<file path="config.mk">
export PLATFORM = sky130hd
export DESIGN_NAME = dmem_arbiter
export DESIGN_NICKNAME = d
export VERILOG_FILES = /design/src/rtl/dmem_arbiter.sv
export SDC_FILE = /design/constraint.sdc
export NUM_CORES = 1
export LEC_CHECK = 0
export CORE_AREA = 2 2 115 117
export CTS_BUF_LIST = sky130_fd_sc_hd__clkbuf_8
export CTS_CLUSTER_SIZE = 10
export DETAILED_ROUTE_END_ITERATION = 8
export DIE_AREA = 0 0 117 119
export DONT_BUFFER_PORTS = 1
export MAX_ROUTING_LAYER = met4
export PLACE_DENSITY = 0.53
export SLEW_MARGIN = 30
export SYNTH_ARGS = -nofsm -noshare
export SYNTH_HDL_FRONTEND = slang
export SYNTH_SLANG_ARGS = --single-unit
</file>
<file path="constraint.sdc">
create_clock -name CLK -period 2 [get_ports CLK]
set_input_delay 0.2 -clock CLK [delete_from_list [all_inputs] [get_ports CLK]]
set_output_delay 0.2 -clock CLK [all_outputs]
set_load 0.01 [all_outputs]
</file>
<file path="src/rtl/dmem_arbiter.sv">
// Round-robin, burst-limited arbiter sharing one single-port data memory
// between the core load/store port (requester 0) and a secondary master (requester 1).
module dmem_arbiter #(
    parameter int MAX_BURST = 4
) (
    input  logic        CLK,
    input  logic        RST,
    input  logic        R0_REQ,
    input  logic        R0_WE,
    input  logic [31:0] R0_A,
    input  logic [31:0] R0_WD,
    input  logic        R1_REQ,
    input  logic        R1_WE,
    input  logic [31:0] R1_A,
    input  logic [31:0] R1_WD,
    output logic        R0_GNT,
    output logic        R1_GNT,
    output logic        R0_VALID,
    output logic        R1_VALID,
    output logic [31:0] R0_RD,
    output logic [31:0] R1_RD,
    output logic [31:0] MEM_A,
    output logic [31:0] MEM_WD,
    output logic        MEM_WE,
    input  logic [31:0] MEM_RD
);
    localparam int CW = $clog2(MAX_BURST + 1);
    localparam logic [CW-1:0] BURST_MAX = CW'(MAX_BURST);

    typedef enum logic {IDLE = 1'b0, OWN = 1'b1} state_t;

    state_t        state_q, state_d;
    logic          owner_q, owner_d;
    logic          last_q, last_d;
    logic [CW-1:0] burst_q, burst_d;
    logic          r0_vld_q, r1_vld_q;
    logic [31:0]   r0_rd_q, r1_rd_q;

    logic own_req, oth_req, own_we;
    logic acc0, acc1;

    always_comb begin
        R0_GNT  = (state_q == OWN) && !owner_q;
        R1_GNT  = (state_q == OWN) && owner_q;
        own_req = owner_q ? R1_REQ : R0_REQ;
        oth_req = owner_q ? R0_REQ : R1_REQ;
        own_we  = owner_q ? R1_WE  : R0_WE;
        acc0    = R0_GNT && R0_REQ;
        acc1    = R1_GNT && R1_REQ;

        // The memory sees a quiet bus whenever nobody owns it, so an async
        // reset drops MEM_WE immediately and aborts an in-flight write.
        MEM_A  = '0;
        MEM_WD = '0;
        MEM_WE = 1'b0;
        if (state_q == OWN) begin
            MEM_A  = owner_q ? R1_A  : R0_A;
            MEM_WD = owner_q ? R1_WD : R0_WD;
            MEM_WE = own_req && own_we;
        end

        R0_VALID = r0_vld_q;
        R1_VALID = r1_vld_q;
        R0_RD    = r0_rd_q;
        R1_RD    = r1_rd_q;
    end

    always_comb begin
        state_d = state_q;
        owner_d = owner_q;
        last_d  = last_q;
        burst_d = burst_q;
        case (state_q)
            IDLE: begin
                if (R0_REQ || R1_REQ) begin
                    state_d = OWN;
                    burst_d = CW'(1);
                    if (R0_REQ && R1_REQ) owner_d = ~last_q;
                    else                  owner_d = R1_REQ;
                end
            end
            OWN: begin
                last_d = owner_q;
                if (!own_req) begin
                    if (oth_req) begin
                        owner_d = ~owner_q;
                        burst_d = CW'(1);
                    end else begin
                        state_d = IDLE;
                    end
                end else if (burst_q >= BURST_MAX && oth_req) begin
                    // Burst exhausted: this access still completes, then hand over.
                    owner_d = ~owner_q;
                    burst_d = CW'(1);
                end else if (burst_q < BURST_MAX) begin
                    burst_d = burst_q + 1'b1;
                end
            end
            default: state_d = IDLE;
        endcase
    end

    always_ff @(posedge CLK or posedge RST) begin
        if (RST) begin
            state_q  <= IDLE;
            owner_q  <= 1'b0;
            last_q   <= 1'b1;
            burst_q  <= '0;
            r0_vld_q <= 1'b0;
            r1_vld_q <= 1'b0;
            r0_rd_q  <= '0;
            r1_rd_q  <= '0;
        end else begin
            state_q  <= state_d;
            owner_q  <= owner_d;
            last_q   <= last_d;
            burst_q  <= burst_d;
            r0_vld_q <= acc0;
            r1_vld_q <= acc1;
            if (acc0 && !R0_WE) r0_rd_q <= MEM_RD;
            if (acc1 && !R1_WE) r1_rd_q <= MEM_RD;
        end
    end
endmodule

</file>
; ---- Word level (Yosys, flattened, before mapping)
; Cells that the tools add are included.
[totals]
register_bits = 72
inputBits = 166
out_inout_bits = 133
wordCells = 57
[classes]
n_addsub = 1
n_lt_le_gt_ge = 2
eq_ne = 4
muxes = 24
bitwise_logic = 3
reduce_logical = 15
[ops]
columns = operator, n
row1 = two-way mux 32 bit, 4
row2 = two-way mux 3 bit, 5
row3 = two-way mux 1 bit, 12
row4 = logical AND 1 bit, 9
row5 = one-hot mux 3 bit (2 select lines), 1
row6 = AND reduction 3 bit, 2
row7 = != test 4 x 2 -> 1 bit (second input constant), 1
row8 = one-hot mux 1 bit (2 select lines), 2
row9 = adder 3 x 1 -> 3 bit (second input constant), 1
row10 = greater-or-equal comparator 3 bit (second input constant), 1
row11 = logical NOT 1 bit, 3
row12 = < comparator 3 bit (second input constant), 1
row13 = != test 3 x 1 -> 1 bit (second input constant), 1
row14 = != test 3 x 2 -> 1 bit (second input constant), 1
row15 = NOT 1 bit, 3
row16 = != test 2 bit (second input constant), 1
row17 = logical OR 1 bit, 1

; ---- Logic depth before layout (Yosys ltp)
[logic_depth]
ltp_word = 5
mapped_depth = 6
depth_no_buf = 4

; ---- Worst setup path before layout
; Ideal clock, no wire load.
[synth_timing]
kind = reg2reg
start = register owner_q
end = register r0_rd_q[0] (netlist: R0_RD[0])
arrival_time_ns = 1.454
setup_slack_ns = 0.421
path_stages_with_launch = 7
synth_period_minus_slack_ns = 1.579
cell_sequence = dfrtp_1 > buf_4 > and3b_1 > nor2b_1 > buf_2 > buf_6 > mux2_4
[synth_between]
elab_chain_len = 4
[synth_rtl]
columns = item, line
row1 = start: declaration, 33  ; logic owner_q, owner_d;
row2 = start signal: assignment, 115  ; owner_q <= owner_d;
row3 = logical NOT 1 bit, 43  ; R0_GNT = (state_q == OWN) && !owner_q;
row4 = logical AND 1 bit, 43
row5 = logical AND 1 bit, 48  ; acc0 = R0_GNT && R0_REQ;
row6 = named net acc0, 40  ; logic acc0, acc1;
row7 = logical AND 1 bit, 120  ; if (acc0 && !R0_WE) r0_rd_q <= MEM_RD;
row8 = end signal: assignment, 111  ; r0_rd_q <= '0;
row9 = end signal: assignment, 120
row10 = end: declaration, 37  ; logic [31:0] r0_rd_q, r1_rd_q;
; The timed path passes the listed nets, and every way through them passes these cells.
; A chain may end at the register's enable or synchronous reset.

; ---- Worst setup path after layout
[layout_timing]
start = register owner_q
end = output port MEM_WD[22]
[layout_between]
elab_chain_len = 2
[layout_rtl]
columns = item, line
row1 = two-way mux 32 bit, 58  ; MEM_WD = owner_q ? R1_WD : R0_WD;
row2 = two-way mux 32 bit, 56  ; if (state_q == OWN) begin
row3 = end: declaration, 23  ; output logic [31:0] MEM_WD,
; Every way passes these cells.

==> impl_metrics.ini <==
[setup_path]
r2r-start = owner_q
end_kind = output port
path_cells = buf_4 > buf_12 > mux2i_1 > nor2_1
slowest_stage = dfrtp_4
r2r-end = owner_q
worstPathMaxFanout = 36
crit_buf_inv = 2
rrSetupSlack_ns = 0.24
startpoint_type = flip-flop
cp.arrival_ns = 1.72
cp.required_ns = 1.80
critical_path.max_stage_delay_ns = 0.41
critPathTopFamily = buffers and inverters
reg2regPathDepth = 5
crit_type = reg2out

[sta]
slew_headroom = 0.600
setup_ws_ns = 0.0780
skew_ns = 0.00933
maxSlewViolCount = 0
hold-worst-slack_ns = 0.0173
setup_viol = 0
rsz0062_at_grt = true
fin_crit_ns = 1.92
tightest_slew_ns = 0.598
fmax_mhz = 520
hold_viol_final = 0
fin_crit_sh = 0.961

[clocking]
clk_pin_slew_ns = 0.08
cts.sinks = 72
cts.path.max_buffers = 2
h-tree-depth = 3
cts_tree = built
post_cts_buffers = 0
clk_latency_ns = 0.33
numCtsBuffers = 9
root_buffer = clkbuf_8

[floorplanning]
dieArea_mm2 = 0.0139
die_w_um = 117
core-area_mm2 = 0.0129
num_rows = 42
initial_utilization = 0.302
die_h_um = 119
pin_count = 299

[final_layout]
layout_commonest_cell = dfrtp_1
drive_gt1_frac = 0.262
final_cell_mix = dfrtp_1 (70), nor2_1 (67), mux2i_1 (64)
nets = 526
area_growth_pct = 20.2

[routing]
wl_met2_um = 6290
route.met3.wl_um = 1110
routed_via_density = 4.89
wl_per_cell_um = 22.1
ant_nets = 0
vias = 2643
drt-met1-wl_um = 4240
wirelength_um = 11900
drc_errors = 0
routed.top_layer = met4
dr.pass1.iters = 4
drt_iter0_drc = 132

[global_routing]
antenna_found_initial = 2
grt_pass1_wl_um = 16200
overflow = 0
grt_pass1_vias = 2681
grt_usage = 0.163
grt_max_degree = 60

[power_and_ir_drop]
peakVddDrop_mv = 0.353
leakagePower_nw = 2.13
p_per_area_mw_per_mm2 = 1080
total_power_mw = 5.04

[job]
max_cap_viol_count = 0

[synthesis]
synth.yosys.seq_area_share = 0.463
synth_top_area_frac = 0.457
synth_cell_types = 28
synthFlopType = dfrtp_1
netlist_top_cells_area = dfrtp_1 (46%), mux2i_1 (17%), mux2_4 (12%)
synthMuxAreaShare = 0.384
synth_edf_count = 0
synth_top_family_by_area = multiplexers
synth_seq_cells = 72
yosys.area_share.simple = 0.0916
synth-async-reset-ratio = 1.00
synth_xor_area_frac = 0.00225
yosys.area.top_type = dfrtp_1
synth_adder_area_share = 0.00643
synth_area_mm2 = 0.00389
netlist_instances = 325
synth_nets = 493
avgSynthCellArea_um2 = 12.0
synth-compound-area-share = 0.0132
yosysWarnings = 0

[placed_design]
gp_congestion = 0.857
dp_hpwl_um = 9600
pre_cts_ws_ns = 0.389
portBuffers = 0

[hold_path]
hp-class = in2reg
min_from = MEM_RD[5]
hold_end = R1_RD[5]
whs_path_depth = 1

[outcome]
status = finished clean
what timing repair did:
item,4_1_cts,5_1_grt
resized for setup,0,2
hold buffers,34,1
hold endpoints to repair,83,1
endpoints found under the setup margin,0,15
cell type report:
class | count | area, um2
Sequential cell | 72 | 1810
Clock inverter | 5 | 56.3
Antenna cell | 2 | 5.00
Multi-Input combinational cell | 225 | 1950
Fill cell | 1246 | 8200
Inverter | 5 | 22.5
Clock buffer | 10 | 138
Tap cell | 176 | 220
Timing Repair Buffer | 45 | 479
cells by family after synthesis:
| family | count (synthesis) |
|---|---|
| AO/OA/AOI/OAI | 8 |
| AND/OR/NAND/NOR | 84 |
| multiplexers | 130 |
| XOR/XNOR | 1 |
| adder cells (fa/ha/maj) | 2 |
| buffers and inverters | 28 |
| flip-flops | 72 |
state kept, by name, indices dropped and copies added, names as in the netlist:
name	flops
last_q	1
R0_VALID	1
R1_RD	32
R1_VALID	1
owner_q	1
state_q	1
burst_q	3
R0_RD	32
layer usage:
metal,vias to the layer above,GRT usage
met1,1277,0.165
met5,-,-
met4,0,0.0625
met3,13,0.0494
li1,1183,-
met2,170,0.290
worst max-delay path by stage:
stage / startpoint / to / slack [ns] / depth (start not counted)
2_1_floorplan: owner_q / R0_RD[0] / 0.42 / 6
4_1_cts: owner_q / MEM_WD[29] / 0.03 / 4
3_3_place_gp: owner_q / R0_RD[1] / 0.40 / 4
5_1_grt: owner_q / MEM_WD[22] / -0.02 / 4
3_5_place_dp: owner_q / R0_RD[1] / 0.39 / 4
6_report: owner_q / MEM_WD[22] / 0.08 / 4
per-stage QoR:
step,area (um2),util,instances,setup TNS (ns)
final,4680,0.363,540,0
after global routing,4680,0.363,540,-0.0451
after CTS,4650,0.361,537,0
after detailed placement,4120,0.320,488,0
after global placement,4120,0.320,488,0
after floorplan,3890,-,325,0
cells in the mapped netlist (2+ instances only):
master    number
buf_2          7
mux2_2        34
mux2i_1       65
nor2_1        67
nand3b_1       2
nand3_1        3
inv_1          5
and2_1         2
dfrtp_1       71
nand2b_1       3
o211ai_1       2
nor2b_1        3
a21oi_1        4
mux2_4        30
buf_4          4
buf_6          3
ha_1           2
clkbuf_1       8
where the power goes:
group	total (mW)	switching, mW	internal, mW
Clock	1.14	0.533	0.603
Combinational	1.41	0.643	0.771
Sequential	2.49	0.568	1.92
(Power assumes the default switching activity.)
==> RTL edit 1 (config.mk and constraints unchanged) <==
The parameter `MAX_BURST` goes from 4 to 8.
--- a/src/rtl/dmem_arbiter.sv
+++ b/src/rtl/dmem_arbiter.sv
@@ -2,5 +2,5 @@
 // between the core load/store port (requester 0) and a secondary master (requester 1).
 module dmem_arbiter #(
-    parameter int MAX_BURST = 4
+    parameter int MAX_BURST = 8
 ) (
     input  logic        CLK,
Check against the original RTL: not equivalent (a bounded check fails within 10 cycles, from zero or initial values and one cycle with RST high).
==> RTL edit 1 against the original RTL <==
Die area did not move; design area rose by 2.0%; wire length rose by 1.4%; sequential cell count rose by 1; global-route usage rose by 0.51 points; final cell count rose by 0.93%; critical path depth rose by 1; clock power fell by 4%; synthesized area rose by 1.9%; power fell by 0.25%; setup slack improved by 40 ps; count of clock-buffer cells in the layout fell by 1; synthesized cell count rose by 2.8%; critical path type is now reg2reg; critical endpoint is now owner_q; largest cell class unchanged; highest routed layer unchanged.
==> RTL edit 1: results (changes against the original RTL) <==
[cells_and_area]
design.seq.count = 73  ; was 72
multi_input_cells = 230  ; was 225
filler_cell_count = 1235  ; was 1246
multi_input_area_sq_mm = 0.00200  ; was 0.00195 sq mm
fin_nets = 532  ; was 526
drive_above_1_share_pct = 25.8  ; was 26.2%
nNonClkBuffers = 44  ; was 45
clkbuf_count = 9  ; was 10
antenna_cells = 1  ; was 2
bufAreaShareNonClock_pct = 10.7  ; was 10.2%
clk_share_pct = 3.86  ; was 4.15%
inverters = 6  ; was 5
seq_area_sq_mm = 0.00183  ; was 0.00181 sq mm

[logic_synthesis]
ys_warn_count = 0  ; unchanged
syn_inst = 334  ; was 325
synth_cell_type_count = 31  ; was 28
synth_seq_area_share_pct = 46.1  ; was 46.3%
ys_async_sr_fraction_pct = 100  ; unchanged
synth_nets = 502  ; was 493
synth_area_leaders = dfrtp_1, mux2i_1, mux2_4  ; unchanged
yosys-top-cells-count = dfrtp_1, nor2_1, mux2i_1  ; unchanged

[drt]
drt_iter0_markers = 141  ; was 132
route.detailed.wl_per_inst_um = 22.2  ; was 22.1 um
routed-via-count = 2746  ; was 2643
wirelength_um = 12100  ; was 11900 um
dr.pass1.iters = 4  ; unchanged

[placed_design]
io_buffers = 0  ; unchanged
place_inst = 492  ; was 488
dpl.hpwl_um = 9270  ; was 9600 um
routabilityCongestion = 0.871  ; was 0.857

[cts]
clock_latency_ps = 350  ; was 330 ps
clockBufferDepth = 2  ; unchanged
clkTransAtPathRegs_ps = 80  ; about the same
cts_max_level = 3  ; unchanged
cts_root_buf = clkbuf_8  ; unchanged

[global_routing]
grt_use_total_pct = 16.8  ; was 16.3%
grt_pass1_vias = 2763  ; was 2681
antenna_found_initial = 1  ; was 2
grt_max_degree = 70  ; was 60
grt_pass1_wl_um = 16800  ; was 16200 um

[power_and_ir_drop]
power_mw = 5.03  ; was 5.04 mW
seqPwrFrac_pct = 50.2  ; was 49.4%
internal_power_mw = 3.28  ; was 3.30 mW
power_leakage_nw = 2.17  ; was 2.13 nW
peakVddDrop_uv = 284  ; was 353 uV
clock_net_power_mw = 1.10  ; was 1.14 mW

[setup_path]
cp_max_fo = 35  ; was 36
crit_arrival_ps = 2120  ; was 1720 ps

[hold_path]
hp-class = in2reg  ; unchanged

[timing]
maxSlewHeadroom_pct = 64.4  ; was 60.0%
skew_ps = 5.61  ; was 9.33 ps

[run_status]
outcome = finished, final reports clean  ; unchanged

## RTL edit 1: per-stage QoR
stage	setup WS [ps]	hold slack, ps	utilization, %	instance area (sq um)
floorplan	417	285	-	3970
global placement	378	137	32.5	4180
detailed placement	326	141	32.5	4180
CTS	24.2	30.3	36.8	4740
global route	35.9	47.6	37.0	4770
finish	118	49.9	37.0	4770
## RTL edit 1: cell families (layout without fill, tap and decap cells)
family | count (synthesis) | in the layout | share of synthesized area (%)
DFF | 73 | 73 | 46.1
other | 0 | 1 | 0
xor gates and xnor gates | 1 | 1 | 0.221
adders and majority gates | 2 | 2 | 0.631
buffers and inverters | 31 | 65 | 3.98
muxes | 130 | 130 | 37.7
AOI/OAI and AO/OA | 13 | 13 | 2.49
and+or+nand+nor | 84 | 84 | 8.90
## RTL edit 1: per-layer routing
metal	part of all wire (%)	global-route usage (%)	up-vias	routed length (um)
li1	-	-	1211	-
met1	38	18.6	1350	4630
met2	50	27.7	165	5990
met3	9.0	4.63	20	1090
met4	3.2	7.94	0	393
met5	0	-	-	0
## RTL edit 1: worst max-delay path, stage by stage, from the launching register on
cell and delay [ps]:
dfrtp_4 550, buf_16 210, xor2_1 180, o211ai_1 170, a21oi_1 90, dlygate4sd3_1 550
## RTL edit 1: path summary, 6_finish.rpt
check / start / end / slack, ps / cells after the start
min in group asynchronous: RST / R1_RD[5] / 370 / 2
min: R0_REQ / R0_VALID / 50 / 1
max in group asynchronous: RST / last_q / 950 / 3
max reg2reg: owner_q / owner_q / 120 / 5
max: owner_q / owner_q / 120 / 5
min reg2reg: last_q / last_q / 520 / 2
## RTL edit 1: what timing repair did
item	4_1_cts	5_1_grt
buffers inserted	0	0
hold buffers	36	0
gates resized for setup	3	0
endpoints found under the setup margin	2	2
endpoints found under the hold margin	89	0
gates cloned	0	1
==> RTL edit 2 (same flow settings) <==
Without the edit above. Reset style: synchronous (`RST`), changed in one clocked block. Comments in the files are not updated.
--- a/src/rtl/dmem_arbiter.sv
+++ b/src/rtl/dmem_arbiter.sv
@@ -101,5 +101,5 @@
     end
 
-    always_ff @(posedge CLK or posedge RST) begin
+    always_ff @(posedge CLK) begin
         if (RST) begin
             state_q  <= IDLE;
Function: differs if RST is asserted again (counterexample within 4 cycles, from zero or initial values and one cycle with RST high); with RST held inactive, the same outputs for 10 cycles.
==> RTL edit 2 against the original RTL <==
Via count grew 28%; sequential cell count is the same; critical path type unchanged; setup slack lost 9.1 ps; critical endpoint is now MEM_WD[19]; synthesized cell count grew 46%; wire length grew 15%; design area shrank 3.2%; synthesized area shrank 3.3%.
Power is not compared: it rests on default switching activity, and its combinational part moved more than twofold at a synthesized area within 25%.
==> RTL edit 2: results (changes against the original RTL) <==
[drt]
wl_met1_um = 5130  ; was 4240 um
viasPerCell = 4.99  ; was 4.89
dr.pass1.iters = 6  ; was 4
met3_length_um = 1290  ; was 1110 um
routed-via-count = 3370  ; was 2643
drt_iter0_markers = 251  ; was 132
wirelength_um = 13700  ; was 11900 um

[global_routing]
grtUsageMet2_pct = 32.4  ; was 29.0%
grt_max_degree = 72  ; was 60
use_met1_pct = 19.5  ; was 16.5%
grt_pass1_wl_um = 18600  ; was 16200 um
grt_pass1_vias = 3153  ; was 2681
met3_usage_pct = 5.50  ; was 4.94%
grt_use_total_pct = 18.8  ; was 16.3%

[setup_path]
reg2reg_from = state_q  ; was owner_q
crit_path_end_kind = primary output  ; unchanged
critPathCapture = MEM_WD[19]  ; was MEM_WD[22]
cp_max_fo = 42  ; was 36
r2r-end = owner_q  ; unchanged

[cells_and_area]
drive_above_1_share_pct = 6.46  ; was 26.2%
fin_nets = 658  ; was 526

[logic_synthesis]
synth_nets = 643  ; was 493
muxShareOfSynthArea_pct = 17.7  ; was 38.4%
ys_async_sr_fraction_pct = 0  ; was 100%
synth_seq_area_share_pct = 38.3  ; was 46.3%
synth_cell_type_count = 26  ; was 28
synth_compound_area_share_pct = 10.2  ; was 1.32%
post_synth.cell_area_avg_sq_um = 7.92  ; was 12.0 sq um
synth_area_leaders = dfxtp_1, mux2i_1, nand2_1  ; was dfrtp_1, mux2i_1, mux2_4
synthXorXnorAreaFrac_pct = 0  ; was 0.225%
synthAdderAreaFrac_pct = 0.665  ; was 0.643%

[floorplan]
initial_core_util_pct = 29.2  ; was 30.2%

[timing]
maxSlewHeadroom_pct = 70.9  ; was 60.0%
skew_ps = 9.88  ; was 9.33 ps

[placed_design]
routabilityCongestion = 0.917  ; was 0.857
place_inst = 618  ; was 488

[hold_path]
min_to = state_q  ; was R1_RD[5]
hold_depth = 2  ; was 1
min_from = R1_REQ  ; was MEM_RD[5]

[run_status]
outcome = finished, final reports clean  ; unchanged

[cts]
clock_latency_ps = 350  ; was 330 ps

RTL edit 2: changes by cell type in the layout (fill, tap and decap cells not counted), sizes merged, moves of 61 or more:
cell,unedited run,this run
dfxtp,0,72
nor2b,3,68
a21oi,4,65
dfrtp,71,0
mux2,65,1
nand2,1,132
nor2,67,5
RTL edit 2: repair_timing:
item | in CTS | in global routing
gates resized for setup | 0 | 2
setup endpoints to repair | 10 | 2
hold endpoints to repair | 71 | 0
hold buffers | 36 | 0
buffers inserted | 1 | 0
RTL edit 2: metrics by stage:
step                area [sq um]  setup slack (ps)  total power, mW  util [%]
floorplan                   3760               682             1.88         -
global placement            3890               401             1.91      30.2
detailed placement          3890               369             1.92      30.2
CTS                         4510              79.4             3.34      35.0
global route                4530              10.3             3.44      35.2
finish                      4530              69.0             3.31      35.2
RTL edit 2: worst max-delay path, cell delays in order, from the launching register on:
cell	delay, ps
dfxtp_4	530
buf_16	280
buf_4	210
mux2i_1	200
nor2b_1	100
RTL edit 2: final cells by class:
type,count,area [sq um]
Fill cell,1335,8350
Tap cell,176,220
Clock inverter,5,78.8
Multi-Input combinational cell,360,2130
Clock buffer,11,151
Timing Repair Buffer,45,482
Inverter,2,7.51
Antenna cell,5,12.5
Sequential cell,72,1450
RTL edit 2: power groups by stage:
stage | logic [mW] | clock network, mW | registers (mW)
6_report | 0.477 | 1.32 | 1.51
5_1_grt | 0.513 | 1.41 | 1.52
4_1_cts | 0.473 | 1.36 | 1.51
3_5_place_dp | 0.365 | 0 | 1.55
3_3_place_gp | 0.358 | 0 | 1.55
2_1_floorplan | 0.359 | 0 | 1.52
RTL edit 2: cell families after synthesis:
group	after synthesis
and+or+nand+nor	220
AOI/OAI and AO/OA	72
DFF	72
muxes	66
buffers and inverters	43
adders and majority gates	2
